<file path="config.mk">
export PLATFORM = sky130hd
export DESIGN_NAME = iterative_divider
export DESIGN_NICKNAME = d
export VERILOG_FILES = /design/src/rtl/iterative_divider.sv
export SDC_FILE = /design/constraint.sdc
export NUM_CORES = 1
export LEC_CHECK = 0
export ABC_CLOCK_PERIOD_IN_PS = 4300
export BUFFER_PORTS_ARGS = -buffer_cell sky130_fd_sc_hd__buf_2
export CAP_MARGIN = 30
export CORE_MARGIN = 2
export CORE_UTILIZATION = 35
export CTS_CLUSTER_SIZE = 12
export DETAILED_ROUTE_END_ITERATION = 6
export PLACE_DENSITY = 0.51
export SYNTH_ARGS = -nofsm -noshare
export SYNTH_HDL_FRONTEND = slang
export SYNTH_SLANG_ARGS = --single-unit
</file>
<file path="constraint.sdc">
create_clock -name clk_i -period 4.3 [get_ports clk_i]
set_input_delay 0.86 -clock clk_i [delete_from_list [all_inputs] [get_ports clk_i]]
set_output_delay 0.86 -clock clk_i [all_outputs]
set_load 0.02 [all_outputs]
</file>
<file path="src/rtl/iterative_divider.sv">
// RV32M DIV/DIVU/REM/REMU unit: radix-2 restoring divide, 35-cycle latency (2 on fast path or forward hit).
// Accepts only while idle_o=1; requests while busy are ignored. Optional result store: DIV_RESULT_FORWARD_EN.
module iterative_divider #(
    parameter int XLEN = 32
) (
    input  logic            clk_i,
    input  logic            rst_n_i,
    input  logic            flush_i,
    input  logic            data_valid_i,
    input  logic [1:0]      operation_i,
    input  logic [XLEN-1:0] dividend_i,
    input  logic [XLEN-1:0] divisor_i,
    output logic            idle_o,
    output logic            data_valid_o,
    output logic [XLEN-1:0] result_o
);

    typedef enum logic [1:0] {
        IDLE     = 2'd0,
        PREPARE  = 2'd1,
        DIVIDE   = 2'd2,
        FINALIZE = 2'd3
    } state_t;

    localparam logic [XLEN-1:0] INT_MIN = {1'b1, {(XLEN-1){1'b0}}};

    state_t          r_state;
    logic            r_idle;
    logic            r_valid;
    logic [XLEN-1:0] r_result;
    logic [1:0]      r_op;
    logic [XLEN-1:0] r_a;
    logic [XLEN-1:0] r_b;
    logic [XLEN-1:0] r_quot;
    logic [XLEN-1:0] r_dvs;
    logic [XLEN-1:0] r_rem;
    logic            r_neg_q;
    logic            r_neg_r;
    logic [5:0]      r_cnt;

`ifdef DIV_RESULT_FORWARD_EN
    logic            r_fwd_vld;
    logic [XLEN-1:0] r_fwd_a;
    logic [XLEN-1:0] r_fwd_b;
    logic            r_fwd_sgn;
    logic [XLEN-1:0] r_fwd_q;
    logic [XLEN-1:0] r_fwd_r;
`endif

    logic            w_signed;
    logic            w_fast_hit;
    logic [XLEN-1:0] w_fast_q;
    logic [XLEN-1:0] w_fast_r;
    logic            w_op_signed;
    logic [XLEN-1:0] w_abs_a;
    logic [XLEN-1:0] w_abs_b;
    logic [XLEN:0]   w_shift;
    logic            w_qbit;
    logic [XLEN-1:0] w_diff;
    logic [XLEN-1:0] w_q_fin;
    logic [XLEN-1:0] w_r_fin;

    assign w_signed = ~operation_i[0];

    // Results that need no iteration are resolved here so FINALIZE sees them as unsigned, unnegated values.
    always_comb begin
        w_fast_hit = 1'b0;
        w_fast_q   = '0;
        w_fast_r   = '0;
        if (divisor_i == '0) begin
            w_fast_hit = 1'b1;
            w_fast_q   = '1;
            w_fast_r   = dividend_i;
        end else if (w_signed && (dividend_i == INT_MIN) && (divisor_i == '1)) begin
            w_fast_hit = 1'b1;
            w_fast_q   = INT_MIN;
            w_fast_r   = '0;
        end
`ifdef DIV_RESULT_FORWARD_EN
        if (r_fwd_vld && (r_fwd_a == dividend_i) && (r_fwd_b == divisor_i) && (r_fwd_sgn == w_signed)) begin
            w_fast_hit = 1'b1;
            w_fast_q   = r_fwd_q;
            w_fast_r   = r_fwd_r;
        end
`endif
    end

    assign w_op_signed = ~r_op[0];
    assign w_abs_a     = (w_op_signed && r_a[XLEN-1]) ? (~r_a + 1'b1) : r_a;
    assign w_abs_b     = (w_op_signed && r_b[XLEN-1]) ? (~r_b + 1'b1) : r_b;

    // Quotient bits shift into r_quot as dividend bits shift out of its top.
    assign w_shift = {r_rem, r_quot[XLEN-1]};
    assign w_qbit  = (w_shift >= {1'b0, r_dvs});
    assign w_diff  = w_shift[XLEN-1:0] - r_dvs;

    assign w_q_fin = r_neg_q ? (~r_quot + 1'b1) : r_quot;
    assign w_r_fin = r_neg_r ? (~r_rem + 1'b1) : r_rem;

    always_ff @(posedge clk_i or negedge rst_n_i) begin
        if (!rst_n_i) begin
            r_state  <= IDLE;
            r_idle   <= 1'b1;
            r_valid  <= 1'b0;
            r_result <= '0;
            r_op     <= '0;
            r_a      <= '0;
            r_b      <= '0;
            r_quot   <= '0;
            r_dvs    <= '0;
            r_rem    <= '0;
            r_neg_q  <= 1'b0;
            r_neg_r  <= 1'b0;
            r_cnt    <= '0;
`ifdef DIV_RESULT_FORWARD_EN
            r_fwd_vld <= 1'b0;
            r_fwd_a   <= '0;
            r_fwd_b   <= '0;
            r_fwd_sgn <= 1'b0;
            r_fwd_q   <= '0;
            r_fwd_r   <= '0;
`endif
        end else begin
            r_valid <= 1'b0;
            if (flush_i) begin
                r_state <= IDLE;
                r_idle  <= 1'b1;
            end else begin
                case (r_state)
                    IDLE: begin
                        if (data_valid_i) begin
                            r_op   <= operation_i;
                            r_a    <= dividend_i;
                            r_b    <= divisor_i;
                            r_idle <= 1'b0;
                            if (w_fast_hit) begin
                                r_quot  <= w_fast_q;
                                r_rem   <= w_fast_r;
                                r_neg_q <= 1'b0;
                                r_neg_r <= 1'b0;
                                r_state <= FINALIZE;
                            end else begin
                                r_state <= PREPARE;
                            end
                        end
                    end
                    PREPARE: begin
                        r_quot  <= w_abs_a;
                        r_dvs   <= w_abs_b;
                        r_rem   <= '0;
                        r_neg_q <= w_op_signed && (r_a[XLEN-1] ^ r_b[XLEN-1]);
                        r_neg_r <= w_op_signed && r_a[XLEN-1];
                        r_cnt   <= '0;
                        r_state <= DIVIDE;
                    end
                    DIVIDE: begin
                        r_rem  <= w_qbit ? w_diff : w_shift[XLEN-1:0];
                        r_quot <= {r_quot[XLEN-2:0], w_qbit};
                        r_cnt  <= r_cnt + 6'd1;
                        if (r_cnt == 6'd31) begin
                            r_state <= FINALIZE;
                        end
                    end
                    FINALIZE: begin
                        r_result <= r_op[1] ? w_r_fin : w_q_fin;
                        r_valid  <= 1'b1;
                        r_idle   <= 1'b1;
                        r_state  <= IDLE;
`ifdef DIV_RESULT_FORWARD_EN
                        r_fwd_vld <= 1'b1;
                        r_fwd_a   <= r_a;
                        r_fwd_b   <= r_b;
                        r_fwd_sgn <= w_op_signed;
                        r_fwd_q   <= w_q_fin;
                        r_fwd_r   <= w_r_fin;
`endif
                    end
                    default: begin
                        r_state <= IDLE;
                        r_idle  <= 1'b1;
                    end
                endcase
            end
        end
    end

    assign idle_o       = r_idle;
    assign data_valid_o = r_valid;
    assign result_o     = r_result;

endmodule

</file>
# --- Word-level counts from Yosys, hierarchy flattened ---
# Cells that the tools add are included.
# W data, S select, Z words.
totals:
  register_bits: 206
  input_bits: 70
  output_inout_bits: 34
  wordCells: 89
classes:
  n_lt_le_gt_ge: 1
  reduce_logical: 19
  addsub: 6
  mux: 32
  n_eq_ne: 10
  bitwise: 8
op_table:
  columns: ["operator", "n"]
  rows:
  - ["$mux W32", 13]
  - ["$pmux W32 S3", 2]
  - ["$add A32 B1 Y32 const B", 4]
  - ["$not A32 Y32", 4]
  - ["$eq A32 B32 Y1 const B", 2]
  - ["$ge A33 B32 Y1", 1]
  - ["$logic_not A32 Y1", 1]
  - ["$sub A32 B32 Y32", 1]
  - ["$pmux W6 S2", 1]
  - ["$reduce_and A2 Y1", 5]
  - ["$mux W1", 8]
  - ["$mux W2", 4]
  - ["$pmux W2 S4", 1]
  - ["$reduce_and A4 Y1", 2]
  - ["$add A6 B1 Y6 const B", 1]
  - ["$eq A6 B5 Y1 const B", 1]
  - ["$ne A3 B3 Y1 const B", 2]
  - ["$pmux W1 S2", 3]
  - ["$reduce_bool A3 Y1", 2]
  - ["$logic_and A1 B1 Y1", 5]
  - ["$eq A2 B2 Y1 const B", 2]
  - ["$ne A2 B2 Y1 const B", 2]
  - ["$reduce_bool A2 Y1", 2]
  - ["$not A1 Y1", 3]
  - ["other kinds (4)", 4]

# --- Logic depth before layout (Yosys ltp) ---
# Gate-level depths: netlist of run 1.
depth:
  depth_word: 9
  depth_mapped: 14
  ltp_nobuf: 13

# --- Least setup slack after synthesis of run 1 ---
# OpenSTA, ideal clock, no wires.
synth_path:
  kind: "register to register"
  from: "reg r_rem[7]"
  to: "reg r_rem[6]"
  synth_period_minus_slack_ps: 3041
  n_path_buf: 2
  setup_ps: 135
  required_ps: 4165
  path_stages_with_launch: 13
  path_slack_ps: 1259
  arrival_time_ps: 2907
  cell_sequence: "dfrtp_1 -> ha_1 -> o21a_1 -> nor2_1 -> or3_1 -> or3_1 -> o22a_1 -> a211oi_2 -> or2_2 -> buf_2 -> buf_4 -> mux2i_1 -> o22ai_1"
synth_between:
  elab_chain_len: 3
synth_lines:
  columns: ["element", "line", "rtl"]
  rows:
  - ["start: declaration", "36", "logic [XLEN-1:0] r_rem;"]
  - ["start signal: assignment", "138", "r_rem <= w_fast_r;"]
  - ["start signal: assignment", "157", "r_rem <= w_qbit ? w_diff : w_shift[XLEN-1:0];"]
  - ["$ge A33 B32 Y1", "94", "assign w_qbit = (w_shift >= {1'b0, r_dvs});"]
  - ["$mux W32", "157", null]
  - ["$pmux W32 S3", "129", "case (r_state)"]
# Every way passes these cells.
# A chain may end at the register's enable or synchronous reset.

# --- Final worst setup path of run 1 ---
layout_path:
  from: "reg r_rem[0]"
  to: "reg r_quot[0]"
layout_between:
  elab_chain_len: 2
layout_lines:
  columns: ["element", "line", "rtl"]
  rows:
  - ["$ge A33 B32 Y1", "94", null]
  - ["$pmux W32 S3", "129", null]
  - ["end signal: assignment", "137", "r_quot <= w_fast_q;"]
  - ["end signal: assignment", "148", "r_quot <= w_abs_a;"]
  - ["end signal: assignment", "158", "r_quot <= {r_quot[XLEN-2:0], w_qbit};"]
  - ["end: declaration", "34", "logic [XLEN-1:0] r_quot;"]
# Every way passes these cells.

==> run metrics, run 1 <==
run status=complete, no violations; RSZ-0062 raised after global routing=no; Total Nets Final=1723; Setup crit end kind=register; Int Power=about 7.4 mW; Fillers=between 3k and 4k; Sw Share=47.7%; maximum clock path buffer count=3; Root Buffer=clkbuf_16; Num CTS Buffers=26; Worst Path Buf+Inv=2; worst-skew pair later-pin latency=roughly 560 ps; ys async rst share=100%; iteration count of the initial detailed-routing pass=5; Slew @ Worst Pin=1030 ps; max-cap violation count=0; Vias=between 10k and 15k; top cell type by total area after synthesis=dfrtp_1; Synth Flop Type=dfrtp_1; WL/cell=approximately 21 um; Cell Area, Synth=13500 um^2; type of the worst setup path=reg -> reg; number of synthesized flops with an enable pin=0; synthesized flop and latch total=between 200 and 250; Antenna Nets Post-Route=0; WP data arrival=4110 ps; dominant cell by count in the synthesized netlist=dfrtp_1; Worst Path Required=4740 ps; Synth top cells by count=dfrtp_1 (205), o21ai_0 (170), nand2_1 (163); CP cell instances=ha_1, nor2b_1, o31a_1, o31a_1, a21oi_1, o22a_1, a211oi_2, buf_4, or2_2, buf_4, a221oi_1, a21oi_1; PwrDens=between 900 and 1000 nW/um^2; Yosys warning total=0; Die W=201 um; ANT cells=0; Initial DRC Count=803; Tot GR Track Use=between 20% and 30%; Worst setup SP type=register; Max Freq=273 MHz; first-pass GRT wire length=69700 um; initial antenna violation count=0; CTS sink cnt=around 210; Clock power frac=approximately 16%; setup bufs post-CTS=0; Die Y=201 um; mean post-synth cell area=around 8.8 um^2; Clock transition at path regs=~60 ps; Flop pwr share=28.6%; combinational share of power=55.6%; sequential area share after synthesis=about two fifths; Max-slew headroom=a little under a third; Max Fanout on Critical Path=13; Placer Congestion=between 0.9 and 1; VDD IR max=0.387 mV; CTS resizes=0; CTS H-tree depth=1; Port Buffer Count=103; Initial Util=a little over a third; switching power of the nets=between 6 and 7 mW; Slowest-stage cell, CP=dfrtp_1; Post-Route Setup TNS=0 ps; slowest stage delay, CP=460 ps; final max-slew violation count=0; CTS hold repair buffers=0; leak pwr=approximately 6.7 nW; CP delay by family, top=compound AO/OA/AOI/OAI gates; Mapped Nets=roughly 1.6k; Syn-to-layout area delta=15.0%; vias per cell=~5.5; share of cells above drive strength 1=around 17%; GRT overflow=0; final WL=between 40000 and 50000 um; ranking of synthesized cells by area=dfrtp_1 (38%), o21ai_0 (6.3%), mux2_2 (5.6%); CTS tree=built; final hold viol count=0; min cycle time layout=between 3000 and 4000 ps; die area=40200 um^2; post-route DRC violation count=0; Core ar.=38400 um^2; Post-DP HPWL=between 30000 and 40000 um; final critical-path share of the clock period=about 85%; vias in the first global route=approximately 11k; final setup fails=0; Netlist cell types=73; largest net degree at the start of global routing=78; post-synth top area share=a little under two fifths; Tot Pwr=roughly 14 mW; row count=72; Hold Crit Class=in -> async; skew final=approximately 27 ps; Cells after Synth=1536; Ports=104
==> power groups by stage <==
stage | combinational, mW | clock (mW) | sequential, mW
after global routing | 8.73 | 2.40 | 4.20
after CTS | 7.88 | 2.32 | 4.04
after floorplan | 5.66 | 0 | 3.75
final | 7.91 | 2.25 | 4.07
after global placement | 7.79 | 0 | 4.04
after detailed placement | 7.85 | 0 | 4.08
==> stage by stage <==
stage	utilization (%)	setup WS, ps	hold WS [ps]	instances	cell area (um^2)
after global routing	40.5	498	401	2147	15600
after detailed placement	38.2	692	466	2100	14700
final	40.5	634	362	2147	15600
after global placement	38.2	713	456	2098	14600
after floorplan	-	1260	450	1536	13500
after CTS	40.5	683	361	2147	15600
==> per-layer routing <==
layer	GRT usage, %	wire, um	up-vias
met5	0	0	-
li1	-	-	5710
met3	2.63	1990	73
met2	36.2	20600	322
met4	6.67	1390	0
met1	30.5	20700	5679
==> cell type report <==
class                   count  area (um^2)  area share, %
repair buffers            138          841           5.41
well taps                 518          648           4.17
clock inverters            14          165           1.06
flip-flops and latches    206         5160           33.2
inverters                  56          210           1.35
multi-input cells        1182         7820           50.3
clock buffers              33          707           4.55
==> final timing paths <==
kind,from,endpoint,cells past startpoint,slack (ps)
worst max-delay path,r_rem[0]$_DFFE_PN0P_,r_quot[0]$_DFFE_PN0P_,12,630
min in group clk_i,result_o[21]$_DFFE_PN0P_,result_o[21]$_DFFE_PN0P_,2,470
worst max register to register,r_rem[0]$_DFFE_PN0P_,r_quot[0]$_DFFE_PN0P_,12,630
worst min register to register,result_o[21]$_DFFE_PN0P_,result_o[21]$_DFFE_PN0P_,2,470
max in group asynchronous,rst_n_i,r_rem[28]$_DFFE_PN0P_,2,2990
worst min-delay path,rst_n_i,r_quot[19]$_DFFE_PN0P_,1,360
==> worst reg2reg max path: cells and delay by family, from the launching register on <==
kind | cells | cell delay (ps)
buffers and inverters | 2 | 420
adders and majority gates | 1 | 320
and+or+nand+nor | 2 | 590
DFF | 1 | 460
AOI/OAI and AO/OA | 7 | 1760
==> kinds of logic (layout without fill, tap and decap cells) <==
family | Yosys count | after routing | share of synthesized area, %
AO/OA/AOI/OAI | 460 | 460 | 21.2
XOR/XNOR | 142 | 142 | 9.20
adder cells (fa/ha/maj) | 43 | 43 | 4.03
buffers and inverters | 148 | 241 | 4.23
flip-flops | 206 | 206 | 38.1
multiplexers | 89 | 89 | 7.21
AND/OR/NAND/NOR | 448 | 448 | 16.0
==> registers in the layout (all words and copies together), names as in the netlist <==
signal and flops:
r_neg_q 1, r_cnt 6, r_state 2, result_o 32, r_neg_r 1, data_valid_o 1, r_b 32, idle_o 1
r_rem 32, r_a 32, r_quot 32, r_dvs 32, r_op 2
==> placed cells by master (no fill, tap or decap), types with 56 or more instances in the layout <==
cell type | netlist | routed
a21oi_1 | 109 | 109
buf_2 | 4 | 102
dfrtp_1 | 205 | 204
inv_1 | 56 | 56
mux2_2 | 67 | 67
nand2_1 | 163 | 163
nor2_1 | 99 | 99
o21ai_0 | 170 | 170
xnor2_1 | 73 | 73
xor2_1 | 69 | 69
(Power assumes the default switching activity.)
==> run 2, diff against run 1 <==
CORE_UTILIZATION = 25   (was 35)
MAX_ROUTING_LAYER = met4   (was not set)
PLACE_DENSITY = 0.4   (was 0.51)
==> run 2 against run 1 <==
Sequential power is essentially flat. Clock skew decreased by 7.0 ps. Non-clock buffer count grew 1. First-iteration DRC count up 20%. Sequential share of layout area down 0.37 points. Critical path type is now in -> reg. Critical endpoint is now r_rem[5]$_DFFE_PN0P_. Largest cell class unchanged.
==> run metrics, run 2 (synthesis gave the netlist of run 1 again) <==
type of the worst setup path=in -> reg; CTS sink cnt=roughly 210; final hold viol count=0; Post-DP HPWL=around 37000 um; CTS resizes=0; Placer Congestion=between 0.8 and 0.9; CTS H-tree depth=1; PwrDens=slightly above 900 nW/um^2; Setup crit end kind=register; routed length on met2=roughly 22000 um; run status=complete, no violations; vias in the first global route=between 10k and 15k; worst-skew pair later-pin latency=about 550 ps; WL/cell=20.8 um; Hold Crit Class=in -> async; RSZ-0062 raised after global routing=no; Vias=11.8k; Tot GR Track Use=17.9%; Root Buffer=clkbuf_16; most frequent cells in the layout=dfrtp_1 (204), o21ai_0 (170), nand2_1 (163); final critical-path share of the clock period=about 84%; Clock transition at path regs=around 60 ps; Total Nets Final=about 1.7k; Worst Path Required=4700 ps; skew final=about 20 ps; CP dominant cell by count=a21oi_1; setup bufs post-CTS=0; max-cap violation count=0; maximum clock path buffer count=3; post-route DRC violation count=0; initial antenna violation count=1; first-pass GRT wire length=between 70000 and 80000 um; most common cell after layout, fill and taps aside=dfrtp_1; CTS tree=built; Antenna Nets Post-Route=0; final WL=approximately 49000 um; Max Freq=277 MHz; Post-Route Setup TNS=0 ps; die area=56000 um^2; Max Fanout on Critical Path=44; slowest stage delay, CP=around 700 ps; final max-slew violation count=0; Syn-to-layout area delta=16.3%; leak pwr=around 6.7 nW; Die W=roughly 240 um; met3 routed WL=about 2300 um; Port Buffer Count=a little over 100; WP data arrival=4010 ps; final setup fails=0; Max-slew headroom=between 30% and 40%; Initial DRC Count=965; vias per cell=about 5.1; hold slack=between 300 and 400 ps; Slowest-stage cell, CP=nor4_1; Die Y=between 200 and 250 um; GRT overflow=0; Num CTS Buffers=27; row count=between 80 and 90; Slew @ Worst Pin=between 900 and 1000 ps; top sig layer=met4; VDD IR max=slightly below 0.3 mV; CP delay by family, top=compound AO/OA/AOI/OAI gates; Met1 Routed Length=around 23000 um; CTS hold repair buffers=0; largest net degree at the start of global routing=98; Initial Util=roughly a quarter; Worst Path Buf+Inv=2; iteration count of the initial detailed-routing pass=5; Core ar.=53600 um^2; share of cells above drive strength 1=between 15 and 20%; min cycle time layout=~3600 ps; CP cell instances=buf_2, nor2_1, nand3_1, nor4_1, a21oi_1, o22a_2, buf_4, a21oi_1, o21ai_0; Ports=104; Worst setup SP type=input port
-- run 2: cell count changes in the layout (fill, tap and decap cells not counted), sizes merged --
cell and delta:
inv -1, clkinvlp -2, clkinv -6, clkbuf +12, bufinv -3, diode +3
buf +2
-- run 2: metal layers --
layer,global-route usage [%],vias up
met5,-,-
met4,4.79,0
met2,27.5,282
li1,-,5696
met3,2.65,75
met1,24.5,5783
-- run 2: worst paths after layout --
path | start | endpoint | slack, ps | cells after the start
max | dividend_i[29] | r_rem[5]$_DFFE_PN0P_ | 690 | 9
min | rst_n_i | r_quot[21]$_DFFE_PN0P_ | 370 | 1
max reg2reg | r_rem[0]$_DFFE_PN0P_ | r_rem[14]$_DFFE_PN0P_ | 810 | 11
min reg2reg | result_o[0]$_DFFE_PN0P_ | result_o[0]$_DFFE_PN0P_ | 470 | 2
max in group asynchronous | rst_n_i | r_rem[4]$_DFFE_PN0P_ | 3000 | 2
min in group clk_i | result_o[0]$_DFFE_PN0P_ | result_o[0]$_DFFE_PN0P_ | 470 | 2
-- run 2: layout make-up --
class	count	area (um^2)
tap	696	871
multi-input combinational	1182	7820
fill	5795	37900
clock buffer	46	807
antenna	3	7.51
sequential	206	5160
clock inverter	2	13.8
inverter	56	210
timing repair buffer	139	837
-- run 2: through the flow --
step | instance area, um^2 | std cells | utilization [%] | setup slack (ps) | total power [mW]
after floorplan | 13500 | 1536 | - | 1260 | 9.42
after detailed placement | 14900 | 2279 | 27.8 | 119 | 12.1
after global placement | 14900 | 2277 | 27.7 | 111 | 12.1
final | 15700 | 2330 | 29.3 | 693 | 14.2
after CTS | 15700 | 2327 | 29.3 | 706 | 14.3
after global routing | 15700 | 2327 | 29.3 | 374 | 15.4
-- run 2: report_power, final --
group | switching, mW | internal, mW
clock | 0.881 | 1.26
sequential | 1.22 | 2.82
combinational | 4.75 | 3.30
total | 6.86 | 7.38
-- run 2: worst reg2reg max path, cell delays in order (launching register included) --
cell and delay [ps]:
dfrtp_1 460, ha_1 320, nor2b_1 150, o31a_1 270
o31a_1 310, a21oi_1 370, o22a_1 330, a211oi_2 110
or2_2 510, buf_12 260, mux2i_1 170, o22ai_1 90
==> run 3, diff against run 2 <==
ABC_CLOCK_PERIOD_IN_PS = 2900   (was 4300)
PLACE_DENSITY = 0.41   (was 0.4)
clock period = 2.9 ns   (was 4.3 ns; I/O delays follow)
==> run 3 against run 2 <==
Highest routed layer unchanged. Worst hold slack worse by 92 ps. Sequential share of layout area down 4.1 points. Clock skew down 5.2 ps. The run now ends with negative setup slack left. First-iteration DRC count down 32%. Cell count up 8.2%. Largest power group unchanged. Register-to-register slack worse by 980 ps. Combinational power up 96%. Utilization up 4.2 points.
==> run metrics, run 3 (synthesis gave the netlist of run 1 again) <==
type of the worst setup path=reg -> reg; final max-slew violation count=0; Antenna Nets Post-Route=0; Die W=around 240 um; Met1 Routed Length=24100 um; final hold viol count=0; CTS tree=built; Post-Route Setup TNS=-2370 ps; Total Nets Final=between 1.5k and 2k; Slowest-stage cell, CP=dfrtp_2; RSZ-0062 raised after global routing=yes; placed insts=2450; Flop pwr share=22.8%; Tot GR Track Use=between 10% and 20%; largest net degree at the start of global routing=65; Max Fanout on Critical Path=5; Initial DRC Count=~650; Num CTS Buffers=26; row count=85; maximum clock path buffer count=3; fin cells=2522; max-cap violation count=0; Die Y=about 240 um; Clock transition at path regs=~60 ps; min cycle time layout=3070 ps; Sequential Area=about 5200 um^2; CP cell instances=buf_12, ha_4, o21a_1, nor2_2, or3_4, or3_1, o22a_4, a211oi_4, or2_4, buf_6, mux2i_1, a221o_1; Placer Congestion=~0.89; post-route DRC violation count=0; final setup fails=33; VDD IR max=~0.55 mV; final core utilization=about 34%; final critical-path share of the clock period=106%; most common cell after layout, fill and taps aside=buf_4; PwrDens=roughly 1400 nW/um^2; setup ws final=-167 ps; share of cells above drive strength 1=30.7%; Worst Path Required=~3300 ps; Initial Util=~25%; multi-input logic area=approximately 8400 um^2; most frequent cells in the layout=buf_4 (209), dfrtp_1 (201), nand2_1 (159); first-pass GRT wire length=76200 um; initial antenna violation count=1; Clock power frac=approximately 14%; Hold Crit Class=in -> reg; Worst setup SP type=register; run status=complete, but fails checks; Root Buffer=clkbuf_16; vias in the first global route=12.3k; Worst Path Buf+Inv=2; slowest stage delay, CP=430 ps; Max Freq=326 MHz; CTS sink cnt=206; routed length on met2=between 20000 and 25000 um; Int Power=about 14 mW; skew final=~15 ps; die area=~56000 um^2; vias per cell=~4.9; CTS H-tree depth=1; Setup crit end kind=register; iteration count of the initial detailed-routing pass=5; Core ar.=around 54000 um^2; Port Buffer Count=slightly above 100; GRT overflow=0; Vias=12.4k; ANT cells=0; failing checks=negative setup slack; worst-skew pair later-pin latency=between 500 and 600 ps; CP delay by family, top=compound AO/OA/AOI/OAI gates; Ports=between 100 and 150; met3 routed WL=about 1700 um; Slew @ Worst Pin=just under 800 ps; Fillers=roughly 5.7k; Max-slew headroom=47.0%; WP data arrival=about 3500 ps; final WL=between 50000 and 60000 um; Post-DP HPWL=39600 um; combinational share of power=~63%; Sw Share=approximately 45%; leak pwr=7.84 nW; switching power of the nets=11.3 mW; top sig layer=met4; Syn-to-layout area delta=32.9%; WL/cell=20.0 um
-- run 3: changes by cell type in the layout (fill, tap and decap cells not counted), sizes merged, moves of 3 or more --
cell    before  now
diode        3    0
buf        139  331
bufinv       0    4
clkinv       2    6
clkbuf      46   38
-- run 3: final cells by class --
class,instances,area share [%]
timing repair buffer,333,13.4
clock buffer,37,4.30
inverter,56,1.17
multi-input combinational,1183,46.6
sequential,206,28.7
clock inverter,11,0.898
tap,696,4.85
-- run 3: worst paths after layout --
kind                       slack [ps]                  endpoint  cells after the start                startpoint
min reg2reg                       470  result_o[17]$_DFFE_PN0P_                      2  result_o[17]$_DFFE_PN0P_
max reg2reg                      -170     r_rem[11]$_DFFE_PN0P_                     12      r_rem[6]$_DFFE_PN0P_
max in group asynchronous        1580       r_op[1]$_DFFE_PN0P_                      3                   rst_n_i
min                               280       r_op[0]$_DFFE_PN0P_                      2            operation_i[0]
max                              -170     r_rem[11]$_DFFE_PN0P_                     12      r_rem[6]$_DFFE_PN0P_
min in group asynchronous         560  result_o[13]$_DFFE_PN0P_                      2                   rst_n_i
-- run 3: per-layer routing --
metal,up-vias,GRT usage (%)
met1,6019,24.4
met2,245,29.1
met5,-,-
met4,0,4.93
li1,6102,-
met3,71,2.45
-- run 3: power by group through the flow --
stage	sequential, mW	combinational, mW	clock (mW)
5_1_grt	5.93	17.3	3.76
6_report	5.72	15.8	3.56
3_5_place_dp	5.74	14.1	0
4_1_cts	5.69	14.6	3.64
3_3_place_gp	5.71	14.0	0
2_1_floorplan	5.58	8.60	0
-- run 3: worst register-to-register path, cell delays in order, from the launching register on --
cell	delay, ps
dfrtp_2	430
buf_12	140
ha_4	270
o21a_1	140
nor2_2	50
or3_4	330
or3_1	330
o22a_4	220
a211oi_4	300
or2_4	260
buf_6	120
mux2i_1	60
a221o_1	300
-- run 3: what timing repair did --
item,CTS,global route
setup endpoints to repair,46,56
buffers inserted,7,19
resized for setup,50,94
hold buffers,1,0
cloned,0,2
endpoints found under the hold margin,18,0
pin swaps,26,56
-- run 3: metrics by stage --
step	cell area [um^2]	power, mW	hold WS, ps	setup slack, ps
after floorplan	13600	14.2	284	-9.95
after global placement	16300	19.7	458	-330
after detailed placement	16300	19.8	466	-319
after CTS	17400	23.9	256	-113
after global routing	18000	27.0	268	-242
final	18000	25.1	280	-167
